$ cat src/rtl/sdp_ram_pkg.sv
// Shared constants and types for the simple dual-port RAM with registered read.
package sdp_ram_pkg;

  localparam int unsigned DATA_W_DEF = 16;
  localparam int unsigned ADDR_W_DEF = 4;

  // Number of words addressed by an address of width aw.
  function automatic int unsigned depth_of(input int unsigned aw);
    return 32'd1 << aw;
  endfunction

  localparam int unsigned DEPTH = depth_of(ADDR_W_DEF);

  typedef logic [DATA_W_DEF-1:0] data_t;
  typedef logic [ADDR_W_DEF-1:0] addr_t;

endpackage

$ cat src/rtl/sdp_ram_array.sv
// Storage array: one synchronous write port, one asynchronous read mux,
// all words cleared by asynchronous reset.
module sdp_ram_array
  import sdp_ram_pkg::*;
#(
  parameter int unsigned DATA_W = DATA_W_DEF,
  parameter int unsigned ADDR_W = ADDR_W_DEF
) (
  input  logic              clk,
  input  logic              rst,
  input  logic              wr_en,
  input  logic [ADDR_W-1:0] addrw,
  input  logic [DATA_W-1:0] wdata,
  input  logic [ADDR_W-1:0] addrr,
  output logic [DATA_W-1:0] rd_data
);

  localparam int unsigned NWORDS = depth_of(ADDR_W);

  logic [DATA_W-1:0] mem_q [NWORDS];
  logic [DATA_W-1:0] mem_d [NWORDS];

  // Next-state of the array: only the addressed word changes on a write.
  // An unknown wr_en takes the no-write branch, so X never fans out.
  always_comb begin
    mem_d = mem_q;
    if (wr_en == 1'b1) begin
      mem_d[addrw] = wdata;
    end
  end

  // Storage registers with asynchronous clear.
  always_ff @(posedge clk or posedge rst) begin
    if (rst) begin
      mem_q <= '{default: '0};
    end else begin
      mem_q <= mem_d;
    end
  end

  // Asynchronous read mux; the caller registers the result.
  always_comb begin
    rd_data = mem_q[addrr];
  end

`ifndef SYNTHESIS
  wr_ctrl_known_a: assert property (@(posedge clk) disable iff (rst)
    !$isunknown(wr_en) && (!wr_en || !$isunknown(addrw)));
`endif

endmodule

$ cat src/rtl/sdp_ram_regout.sv
// Simple dual-port synchronous RAM with registered read data (1-cycle latency).
// Optional macro MEM_BYPASS_EN: same-address read/write in one cycle returns
// the new write data (write-first); otherwise reads return the old word.
module sdp_ram_regout
  import sdp_ram_pkg::*;
#(
  parameter int unsigned DATA_W = DATA_W_DEF,
  parameter int unsigned ADDR_W = ADDR_W_DEF
) (
  input  logic              clk,
  input  logic              rst,
  input  logic              wr_en,
  input  logic [ADDR_W-1:0] addrw,
  input  logic [DATA_W-1:0] wdata,
  input  logic              rd_en,
  input  logic [ADDR_W-1:0] addrr,
  output logic [DATA_W-1:0] rdata,
  output logic              rd_valid
);

  logic [DATA_W-1:0] arr_rdata;
  logic [DATA_W-1:0] rd_word;
  logic [DATA_W-1:0] rdata_q;
  logic [DATA_W-1:0] rdata_d;
  logic              rd_valid_q;
  logic              rd_valid_d;

  sdp_ram_array #(
    .DATA_W (DATA_W),
    .ADDR_W (ADDR_W)
  ) u_array (
    .clk     (clk),
    .rst     (rst),
    .wr_en   (wr_en),
    .addrw   (addrw),
    .wdata   (wdata),
    .addrr   (addrr),
    .rd_data (arr_rdata)
  );

`ifdef MEM_BYPASS_EN
  // Forward the incoming write word when it targets the address being read.
  always_comb begin
    rd_word = arr_rdata;
    if (wr_en && rd_en && (addrw == addrr)) begin
      rd_word = wdata;
    end
  end
`else
  // Read-before-write: the array output is the pre-write word.
  always_comb begin
    rd_word = arr_rdata;
  end
`endif

  // Read register next-state: capture on rd_en, otherwise hold the last data.
  always_comb begin
    rdata_d    = rdata_q;
    rd_valid_d = 1'b0;
    if (rd_en) begin
      rdata_d    = rd_word;
      rd_valid_d = 1'b1;
    end
  end

  // Read data and valid registers; reset drops any in-flight read.
  always_ff @(posedge clk or posedge rst) begin
    if (rst) begin
      rdata_q    <= '0;
      rd_valid_q <= 1'b0;
    end else begin
      rdata_q    <= rdata_d;
      rd_valid_q <= rd_valid_d;
    end
  end

  assign rdata    = rdata_q;
  assign rd_valid = rd_valid_q;

endmodule

$ cat config.mk
export PLATFORM = sky130hd
export DESIGN_NAME = sdp_ram_regout
export DESIGN_NICKNAME = d
export VERILOG_FILES = /design/src/rtl/sdp_ram_pkg.sv /design/src/rtl/sdp_ram_array.sv /design/src/rtl/sdp_ram_regout.sv
export SDC_FILE = /design/constraint.sdc
export NUM_CORES = 1
export LEC_CHECK = 0
export BUFFER_PORTS_ARGS = -buffer_cell sky130_fd_sc_hd__buf_2
export CORE_AREA = 2 2 179 181
export CTS_BUF_LIST = sky130_fd_sc_hd__clkbuf_4 sky130_fd_sc_hd__clkbuf_8
export CTS_CLUSTER_SIZE = 8
export DETAILED_ROUTE_END_ITERATION = 10
export DIE_AREA = 0 0 181 183
export GPL_ROUTABILITY_DRIVEN = 0
export PLACE_DENSITY_LB_ADDON = 0.25
export SYNTH_ARGS = -nofsm -noshare
export SYNTH_HDL_FRONTEND = slang
export SYNTH_HIERARCHICAL = 1
export SYNTH_SLANG_ARGS = --single-unit
$ cat constraint.sdc
create_clock -name clk -period 8.7 [get_ports clk]
set_input_delay 0.87 -clock clk [delete_from_list [all_inputs] [get_ports clk]]
set_output_delay 0.87 -clock clk [all_outputs]
set_load 0.02 [all_outputs]
==> results of run 1 <==
cells by family after synthesis:
kind of cell,after synthesis
buffers and inverters,64
muxes,336
DFF,273
and+or+nand+nor,47
AOI/OAI and AO/OA,32
worst max-delay path by stage:
| stage | to | cells past startpoint | slack, ps | startpoint |
|---|---|---|---|---|
| 3_3_place_gp | rdata[6]$_DFFE_PP0P_ | 6 | 5260 | addrr[0] |
| 5_1_grt | rdata[0]$_DFFE_PP0P_ | 6 | 5680 | addrr[0] |
| 6_report | rdata[13]$_DFFE_PP0P_ | 6 | 5890 | addrr[1] |
| 4_1_cts | rdata[8]$_DFFE_PP0P_ | 6 | 5850 | addrr[0] |
| 3_5_place_dp | rdata[8]$_DFFE_PP0P_ | 6 | 5250 | addrr[0] |
| 2_1_floorplan | u_array/mem_q[0]$_DFFE_PP0P_ | 1 | 790 | rst |
sequential cells by signal (all words and copies together), names as in the netlist:
name	count
rd_valid	1
u_array/mem_q	256
rdata	16
power groups by stage:
stage / combinational, mW / clock, mW / sequential (mW)
after floorplan: 0.492 / 0 / 1.71
after global placement: 0.615 / 0 / 1.72
after detailed placement: 0.645 / 0 / 1.74
after CTS: 0.646 / 1.21 / 1.72
after global routing: 0.689 / 1.27 / 1.76
final: 0.637 / 1.17 / 1.72
per-stage QoR:
step	area [µm²]	util (%)	worst slack, ps
6_report	13800	44.1	5890
5_1_grt	13800	44.1	5680
4_1_cts	13800	44.1	5850
3_5_place_dp	12800	41.0	5250
3_3_place_gp	12800	41.0	5260
2_1_floorplan	12300	-	788
critical path: cells and delay by family:
family | cells | cell delay (ps)
AND/OR/NAND/NOR | 1 | 100
multiplexers | 2 | 870
buffers and inverters | 2 | 1130
AO/OA/AOI/OAI | 1 | 210
cell type report:
cell class / instances / area [µm²]
diodes: 1 / 2.50
clock buffers: 77 / 910
clock inverters: 4 / 45.0
fillers: 2800 / 17500
inverters: 2 / 15.0
multi-input cells: 415 / 5090
flip-flops and latches: 273 / 6830
well taps: 402 / 503
repair buffers: 64 / 373
routing by layer:
| layer | wire length, µm | track usage, % |
|---|---|---|
| met5 | 23 | 0 |
| met4 | 733 | 5.82 |
| met3 | 1410 | 4.49 |
| met2 | 15300 | 32.7 |
| met1 | 12300 | 23.2 |
Yosys cell counts:
cell type	instances	share of area, %
mux4_2	64	12
buf_12	1	0.16
nand2_1	19	0.58
mux2_1	1	0.092
inv_1	2	0.061
nor2b_1	2	0.10
nand3_2	1	0.082
nor2_2	6	0.31
nor3_2	3	0.24
nor2_1	2	0.061
mux2_4	11	1.3
buf_2	17	0.69
dfrtp_1	273	56
nand3_1	2	0.082
or3_1	2	0.10
nor4_4	1	0.17
nand3b_1	2	0.12
buf_1	5	0.15
mux2_2	260	24
buf_4	10	0.61
and2_1	1	0.051
a22oi_1	32	2.0
nor3b_1	2	0.12
buf_6	7	0.64
nand2b_1	4	0.20
clkbuf_1	22	0.67
placed cells by master, fill, tap and decap left out, drive strengths merged:
cell type  netlist  final
a22oi           32     32
and2             1      1
buf             40     64
bufinv           0      1
clkbuf          22     77
clkinv           0      3
dfrtp          273    273
diode            0      1
inv              2      2
mux2           272    272
mux4            64     64
nand2           19     19
nand2b           4      4
nand3            3      3
nand3b           2      2
nor2             8      8
nor2b            2      2
nor3             3      3
nor3b            2      2
nor4             1      1
or3              2      2
==> load_flow_metrics.sql, run 1 <==
INSERT INTO impl_metrics (metric_group, metric, value, unit) VALUES
('clocking', 'tritoncts.num_buffers', '46', ''),
('global_routing', 'grt.total_usage', '18.7', '%'),
('clocking', 'htreeDepth', '2', ''),
('timing', 'clock.fmax', '355', 'MHz'),
('timing', 'timing.setup.tns', '0', 'ps'),
('critical_path', 'crit_fanout', '48', ''),
('synthesis', 'synth_compound_area_share', '1.96', '%'),
('critical_path', 'critical_path.max_stage_delay', '730', 'ps'),
('synthesis', 'ys_ff_latch', '273', ''),
('synthesis', 'synthesized_net_count', '780', ''),
('timing', 'setup_repair_after_global_routing_missed_its_margin', 'false', ''),
('hold_path', 'worst_hold_check_path_type', 'in -> async', ''),
('clocking', 'clock_tree_buffer_depth', '3', ''),
('critical_path', 'rr_worst_depth', '4', ''),
('critical_path', 'slowest_stage', 'buf_4', ''),
('detailed_routing', 'remaining_drc_errors', '0', ''),
('synthesis', 'synth_sequential_area_ratio', '55.7', '%'),
('pwr', 'power_frac_comb', '18.0', '%'),
('detailed_routing', 'ant_nets', '0', ''),
('detailed_routing', 'dr_total_vias', '6776', ''),
('pwr', 'netSwitchingFraction', '25.2', '%'),
('detailed_routing', 'drt_wl_total', '29.9', 'mm'),
('placement', 'dp_hpwl', '17.6', 'mm'),
('timing', 'timing.final.setup_violations', '0', ''),
('status', 'result_of_the_run', 'complete, no violations', ''),
('pwr', 'power_report.internal_total', '2.64', 'mW'),
('pwr', 'power_frac_seq', '48.8', '%'),
('die', 'num_io_pins', '45', ''),
('synthesis', 'netlist_instances', '752', ''),
('timing', 'report.final.hold_viol_count', '0', ''),
('clocking', 'postCtsSetupRepairBufs', '0', ''),
('critical_path', 'critical_register_to_register_path_endpoint', 'rdata[14]$_DFFE_PP0P_', ''),
('timing', 'worst_slew_margin_rel', '20.5', '%'),
('die', 'core_area', '31200', 'µm²'),
('placement', 'port_buffers', '44', ''),
('pwr', 'power_total', '3.53', 'mW'),
('critical_path', 'crit_path_end_kind', 'flop', ''),
('die', 'chipHeight', '183', 'µm'),
('detailed_routing', 'vias_per_cell', '5.47', ''),
('synthesis', 'yosys.cell_types.count', '26', ''),
('clocking', 'cts.repair.resized', '0', ''),
('critical_path', 'timing_worst_setup_path_type', 'in -> reg', ''),
('pwr', 'vdd_ir_drop_max', '0.100', 'mV'),
('layout', 'design.final.nets', '830', ''),
('detailed_routing', 'firstDrtPassIters', '4', ''),
('pwr', 'static-leakage-power', '5.98', 'nW'),
('critical_path', 'reg2reg_setup_slack', '7110', 'ps'),
('timing', 'min_period', '2810', 'ps'),
('pwr', 'reported_net_switching_power', '0.888', 'mW'),
('clocking', 'clock_tree.root_cell', 'clkbuf_8', ''),
('die', 'fp.dieW', '181', 'µm'),
('critical_path', 'regToRegStartpoint', 'u_array/mem_q[78]$_DFFE_PP0P_', ''),
('flow_run', 'maxCapViolCount', '0', ''),
('clocking', 'post_cts_hold_buffer_count', '0', ''),
('die', 'floorplan.initialDensity', '39.3', '%'),
('synthesis', 'synth.avg_cell_area', '16.3', 'µm²'),
('layout', 'layout-area-overhead-vs-synth', '12.3', '%'),
('synthesis', 'post_synth_mux_area_share', '37.1', '%'),
('synthesis', 'synthAdderAreaFrac', '0', '%'),
('global_routing', 'grt_pass1_wl', '46.7', 'mm'),
('synthesis', 'synth_xor_area_share', '0', '%'),
('clocking', 'clock_sinks', '273', ''),
('synthesis', 'synthSimpleGateAreaFrac', '2.24', '%'),
('layout', 'drive_above_1_share', '58.9', '%'),
('global_routing', 'grt_start_max_net_pins', '89', ''),
('global_routing', 'grt-ovfl-total', '0', ''),
('critical_path', 'setup.worst_path.start_class', 'input pin', ''),
('synthesis', 'ys.warnings.count', '6', ''),
('critical_path', 'timing.critical_path.required', '9120', 'ps'),
('synthesis', 'synth_top_family_by_area', 'multiplexers', ''),
('global_routing', 'initial_antenna_violation_count', '3', '');
(Power assumes the default switching activity.)
==> inputs of run 2 (changes only) <==
==> constraint.sdc (replaced) <==
create_clock -name clk -period 2.75 [get_ports clk]
set_input_delay 0.275 -clock clk [delete_from_list [all_inputs] [get_ports clk]]
set_output_delay 0.275 -clock clk [all_outputs]
set_load 0.02 [all_outputs]
==> load_flow_metrics.sql, run 2 (synthesis results as in run 1) <==
INSERT INTO impl_metrics (metric_group, metric, value, unit) VALUES
('die', 'chipHeight', '183', 'µm'),
('pwr', 'vdd_ir_drop_max', '0.367', 'mV'),
('layout', 'sequential_cell_area', '6830', 'µm²'),
('detailed_routing', 'wl_met2', '14.8', 'mm'),
('detailed_routing', 'route.top_layer_used', 'met5', ''),
('timing', 'final.setup_skew', '10.4', 'ps'),
('die', 'fp.dieW', '181', 'µm'),
('clocking', 'clk_pin_slew_worst_paths', '60', 'ps'),
('timing', 'worst_slew_margin_rel', '21.1', '%'),
('layout', 'layout-area-overhead-vs-synth', '14.4', '%'),
('timing', 'worst_pin_slew', '1180', 'ps'),
('layout', 'layoutNonFillerInstCount', '1255', ''),
('detailed_routing', 'first_iter_violations', '361', ''),
('detailed_routing', 'dr_total_vias', '6932', ''),
('detailed_routing', 'vias_per_cell', '5.52', ''),
('global_routing', 'grt.total_usage', '19.4', '%'),
('detailed_routing', 'firstDrtPassIters', '4', ''),
('clocking', 'clock_sinks', '273', ''),
('layout', 'layout_common_cells', 'dfrtp_1, mux2_2, mux4_2, clkbuf_8, buf_2', ''),
('die', 'num_io_pins', '45', ''),
('critical_path', 'crit_fanout', '14', ''),
('clocking', 'clock_tree_buffer_depth', '3', ''),
('clocking', 'clock_tree.root_cell', 'clkbuf_8', ''),
('timing', 'timing.final.setup_violations', '0', ''),
('hold_path', 'worst_hold_check_path_type', 'in -> reg', ''),
('timing', 'final.period_utilization', '61.5', '%'),
('global_routing', 'grt-ovfl-total', '0', ''),
('placement', 'dp_hpwl', '19.2', 'mm'),
('global_routing', 'grt_pass1_wl', '48.0', 'mm'),
('critical_path', 'crit_path_end_kind', 'flop', ''),
('pwr', 'pwrdens', '805', 'nW/µm²'),
('timing', 'clock.fmax', '592', 'MHz'),
('layout', 'antenna-diode-count', '0', ''),
('critical_path', 'setup.worst_path.start_class', 'input pin', ''),
('layout', 'largest_register', 'u_array/mem_q', ''),
('detailed_routing', 'routedLengthMet1', '13.3', 'mm'),
('clocking', 'cts_tree', 'built', ''),
('layout', 'largest_register_ffs', '256', ''),
('detailed_routing', 'remaining_drc_errors', '0', ''),
('layout', 'final_design_area_no_fill', '14000', 'µm²'),
('timing', 'report.final.hold_viol_count', '0', ''),
('critical_path', 'timing_worst_setup_path_type', 'in -> reg', ''),
('timing', 'slew_violations', '0', ''),
('detailed_routing', 'met3_wl_post_dr', '1.72', 'mm'),
('layout', 'drive_above_1_share', '59.9', '%'),
('die', 'site_row_count', '65', ''),
('layout', 'design.final.nets', '848', ''),
('flow_run', 'maxCapViolCount', '0', ''),
('global_routing', 'number_of_global_route_vias_before_repair', '7720', ''),
('placement', 'number_of_placed_instances_taps_included', '1174', ''),
('detailed_routing', 'ant_nets', '0', ''),
('timing', 'min_period', '1690', 'ps'),
('clocking', 'tritoncts.num_buffers', '45', ''),
('layout', 'fill_cells', '2776', ''),
('pwr', 'static-leakage-power', '6.11', 'nW'),
('layout', 'layout_commonest_cell', 'dfrtp_1', ''),
('clocking', 'worst_skew_pair.late_latency', '560', 'ps'),
('global_routing', 'grt_start_max_net_pins', '71', ''),
('placement', 'port_buffers', '44', ''),
('clocking', 'htreeDepth', '2', ''),
('die', 'core_area', '31200', 'µm²'),
('placement', 'post_placement_cell_area', '13000', 'µm²'),
('die', 'floorplan.die_area', '33100', 'µm²'),
('status', 'result_of_the_run', 'complete, no violations', ''),
('clocking', 'cts.repair.resized', '0', ''),
('detailed_routing', 'drt_wl_total', '30.9', 'mm'),
('die', 'floorplan.initialDensity', '39.3', '%'),
('layout', 'multi_input_area', '5080', 'µm²'),
('critical_path', 'timing.critical_path.required', '3190', 'ps'),
('global_routing', 'initial_antenna_violation_count', '3', ''),
('timing', 'setup_repair_after_global_routing_missed_its_margin', 'false', ''),
('critical_path', 'crit_arrival', '2130', 'ps'),
('detailed_routing', 'wire_per_inst', '24.6', 'µm');
[run 2: changes by cell type in the layout (fill, tap and decap cells not counted), sizes merged]
cell / delta
inv: -1
dlygate4sd3: +1
bufinv: -1
diode: -1
clkbuf: +2
buf: +18
clkinv: -3
clkinvlp: +2
[run 2: where the power goes]
group          total, mW  internal, mW  leakage, nW  switching (mW)
Clock               3.78          2.22        0.524            1.56
Combinational       2.05          1.25         2.23           0.794
Sequential          5.46          4.97         3.35           0.491
[run 2: what timing repair did]
item / in CTS / in global routing
setup endpoints to repair: 0 / 0
hold buffers: 1 / 0
endpoints found under the hold margin: 24 / 0
buffers inserted: 0 / 0
[run 2: final timing paths]
check	startpoint	endpoint	slack, ps	cells after the start
worst max-delay path	addrr[0]	rdata[9]$_DFFE_PP0P_	1060	6
worst min-delay path	wdata[9]	u_array/mem_q[233]$_DFFE_PP0P_	180	2
worst max register to register	u_array/mem_q[192]$_DFFE_PP0P_	rdata[0]$_DFFE_PP0P_	1120	4
worst min register to register	u_array/mem_q[16]$_DFFE_PP0P_	u_array/mem_q[16]$_DFFE_PP0P_	500	1
max in group asynchronous	rst	u_array/mem_q[213]$_DFFE_PP0P_	1530	4
min in group asynchronous	rst	u_array/mem_q[182]$_DFFE_PP0P_	400	3
[run 2: metrics by stage]
step | power [mW] | util [%] | TNS [ps] | hold WS (ps) | worst slack, ps
floorplan | 6.98 | - | -229540 | 201 | -897
global placement | 7.44 | 41.7 | 0 | 425 | 441
detailed placement | 7.60 | 41.7 | 0 | 436 | 442
CTS | 11.4 | 44.9 | 0 | 148 | 1030
global route | 11.9 | 44.9 | 0 | 181 | 945
finish | 11.3 | 44.9 | 0 | 178 | 1060
[run 2: area by class of cell]
class                           count  area share [%]
Sequential cell                   273            48.7
Multi-Input combinational cell    415            36.3
Clock buffer                       79            7.00
Timing Repair Buffer               83            4.32
Tap cell                          402            3.59
Inverter                            2          0.0803
Clock inverter                      1          0.0535
[run 2: worst max-delay path, stage by stage]
cell and delay, ps:
buf_4 270, buf_4 350, mux4_2 540, a22oi_1 250, nand2_1 150, mux2_4 280
[run 2: metal layers]
metal	vias up	track usage, %
li1	2933	-
met1	3757	25.6
met2	159	31.8
met3	77	4.27
met4	6	7.06
met5	-	0
==> inputs of run 3 (changes only) <==
==> constraint.sdc (replaced) <==
create_clock -name clk -period 1.4 [get_ports clk]
set_input_delay 0.14 -clock clk [delete_from_list [all_inputs] [get_ports clk]]
set_output_delay 0.14 -clock clk [all_outputs]
set_load 0.02 [all_outputs]
==> load_flow_metrics.sql, run 3 (synthesis results as in run 1) <==
INSERT INTO impl_metrics (metric_group, metric, value, unit) VALUES
('status', 'result_of_the_run', 'complete, but fails checks', ''),
('status', 'violated_checks', 'setup timing', ''),
('pwr', 'static-leakage-power', '6.33', 'nW'),
('timing', 'worst_slew_margin_rel', '65.4', '%'),
('die', 'chipHeight', '183', 'µm'),
('critical_path', 'timing_worst_setup_path_type', 'reg -> reg', ''),
('hold_path', 'worst_hold_check_path_type', 'in -> reg', ''),
('critical_path', 'regToRegStartpoint', 'u_array/mem_q[193]$_DFFE_PP0P_', ''),
('critical_path', 'timing.critical_path.required', '1830', 'ps'),
('global_routing', 'grt_pass1_wl', '48.7', 'mm'),
('layout', 'largest_register_ffs', '256', ''),
('layout', 'drive_above_1_share', '63.4', '%'),
('timing', 'min_period', '1520', 'ps'),
('die', 'num_io_pins', '45', ''),
('layout', 'layout_common_cells', 'dfrtp_1, mux2_2, mux4_2, clkbuf_8, buf_2', ''),
('critical_path', 'crit_arrival', '1950', 'ps'),
('critical_path', 'reg2reg_setup_slack', '-120', 'ps'),
('timing', 'timing.final.setup_violations', '16', ''),
('layout', 'layout-area-overhead-vs-synth', '19.3', '%'),
('clocking', 'htreeDepth', '2', ''),
('layout', 'layout_commonest_cell', 'dfrtp_1', ''),
('die', 'floorplan.die_area', '33100', 'µm²'),
('clocking', 'worst_skew_pair.late_latency', '560', 'ps'),
('critical_path', 'endpoint', 'rdata[1]$_DFFE_PP0P_', ''),
('timing', 'setup_repair_after_global_routing_missed_its_margin', 'true', ''),
('layout', 'multi_input_area', '5250', 'µm²'),
('critical_path', 'setup.worst_path.start_class', 'flop', ''),
('detailed_routing', 'wire_per_inst', '24.4', 'µm'),
('layout', 'design.final.nets', '874', ''),
('flow_run', 'maxCapViolCount', '0', ''),
('pwr', 'pwrdens', '1530', 'nW/µm²'),
('detailed_routing', 'dr_total_vias', '6967', ''),
('die', 'fp.dieW', '181', 'µm'),
('detailed_routing', 'first_iter_violations', '327', ''),
('timing', 'final.period_utilization', '109', '%'),
('timing', 'worst_pin_slew', '516', 'ps'),
('clocking', 'tritoncts.num_buffers', '47', ''),
('die', 'site_row_count', '65', ''),
('clocking', 'clock_tree_buffer_depth', '3', ''),
('placement', 'dp_worst_setup_slack', '-453', 'ps'),
('timing', 'worst_slack', '-122', 'ps'),
('layout', 'sequential_cell_area', '6830', 'µm²'),
('critical_path', 'crit_path_end_kind', 'flop', ''),
('placement', 'dp_hpwl', '19.0', 'mm'),
('global_routing', 'grt_start_max_net_pins', '76', ''),
('timing', 'final.setup_skew', '14.0', 'ps'),
('clocking', 'clock_sinks', '273', ''),
('detailed_routing', 'remaining_drc_errors', '0', ''),
('layout', 'layoutNonFillerInstCount', '1278', ''),
('clocking', 'clk_pin_slew_worst_paths', '60', 'ps'),
('clocking', 'cts_tree', 'built', ''),
('critical_path', 'crit_start', 'u_array/mem_q[193]$_DFFE_PP0P_', ''),
('detailed_routing', 'ant_nets', '0', ''),
('timing', 'slew_violations', '0', ''),
('placement', 'port_buffers', '44', ''),
('detailed_routing', 'drt_wl_total', '31.2', 'mm'),
('timing', 'clock.fmax', '657', 'MHz'),
('die', 'floorplan.initialDensity', '39.3', '%'),
('layout', 'largest_register', 'u_array/mem_q', ''),
('die', 'core_area', '31200', 'µm²'),
('timing', 'report.final.hold_viol_count', '0', ''),
('critical_path', 'crit_fanout', '2', ''),
('global_routing', 'initial_antenna_violation_count', '2', ''),
('clocking', 'clock_tree.root_cell', 'clkbuf_8', ''),
('critical_path', 'critical_register_to_register_path_endpoint', 'rdata[1]$_DFFE_PP0P_', ''),
('pwr', 'vdd_ir_drop_max', '0.730', 'mV'),
('detailed_routing', 'firstDrtPassIters', '4', ''),
('critical_path', 'rr_worst_depth', '4', ''),
('detailed_routing', 'vias_per_cell', '5.45', ''),
('global_routing', 'grt.total_usage', '19.6', '%'),
('placement', 'number_of_placed_instances_taps_included', '1189', ''),
('global_routing', 'number_of_global_route_vias_before_repair', '8041', ''),
('layout', 'fill_cells', '2712', ''),
('global_routing', 'grt-ovfl-total', '0', '');
## run 3: worst min path at each step
stage	depth (start not counted)	from	slack [ps]	endpoint
3_5_place_dp	2	rst	80	u_array/mem_q[53]$_DFFE_PP0P_
4_1_cts	2	wdata[11]	2	u_array/mem_q[203]$_DFFE_PP0P_
2_1_floorplan	1	rst	70	rd_valid$_DFF_PP0_
5_1_grt	2	wdata[15]	30	u_array/mem_q[111]$_DFFE_PP0P_
3_3_place_gp	2	rst	90	u_array/mem_q[53]$_DFFE_PP0P_
6_report	2	wdata[15]	40	u_array/mem_q[111]$_DFFE_PP0P_
## run 3: timing repair
action | 4_1_cts | 5_1_grt
setup endpoints to repair | 16 | 16
buffers inserted | 5 | 2
hold buffers | 3 | 0
endpoints found under the hold margin | 192 | 0
gates resized for setup | 26 | 3
pin swaps | 19 | 6
cloned | 0 | 0
## run 3: report_power, final
group / internal [mW] / switching [mW] / leakage, nW
Sequential: 9.76 / 0.984 / 3.35
Clock: 4.18 / 3.11 / 0.506
Combinational: 2.69 / 1.69 / 2.47
Total: 16.6 / 5.78 / 6.33
## run 3: final cells by class
| cell class | instances | share of cell area (%) |
|---|---|---|
| Multi-Input combinational cell | 415 | 35.9 |
| Clock buffer | 75 | 6.37 |
| Sequential cell | 273 | 46.7 |
| Tap cell | 402 | 3.44 |
| Inverter | 2 | 0.0770 |
| Antenna cell | 1 | 0.0171 |
| Clock inverter | 3 | 0.145 |
| Timing Repair Buffer | 107 | 7.37 |
## run 3: layer usage
| layer | routed length, µm | global-route usage [%] | up-vias |
|---|---|---|---|
| met5 | 11 | 0 | - |
| met4 | 862 | 7.12 | 2 |
| met3 | 1040 | 3.30 | 61 |
| met2 | 16600 | 35.3 | 123 |
| met1 | 12700 | 23.7 | 3782 |
| li1 | - | - | 2999 |
## run 3: per-stage QoR
step | utilization, % | TNS [ps] | hold slack, ps | instance area [µm²] | power, mW
3_3_place_gp | 43.1 | -8150 | 86.1 | 13500 | 14.7
6_report | 46.8 | -1330 | 40.5 | 14600 | 22.4
5_1_grt | 46.8 | -2190 | 28.9 | 14600 | 23.6
2_1_floorplan | - | -542230 | 66.1 | 12400 | 13.8
4_1_cts | 46.7 | -1510 | 2.47 | 14600 | 22.7
3_5_place_dp | 43.1 | -12710 | 83.1 | 13500 | 15.1
## run 3: worst max-delay path, cell delays in order, from the launching register on
cell and delay, ps:
dfrtp_1 370, mux4_2 480, a22oi_2 220, nand2_1 70, mux2_4 260
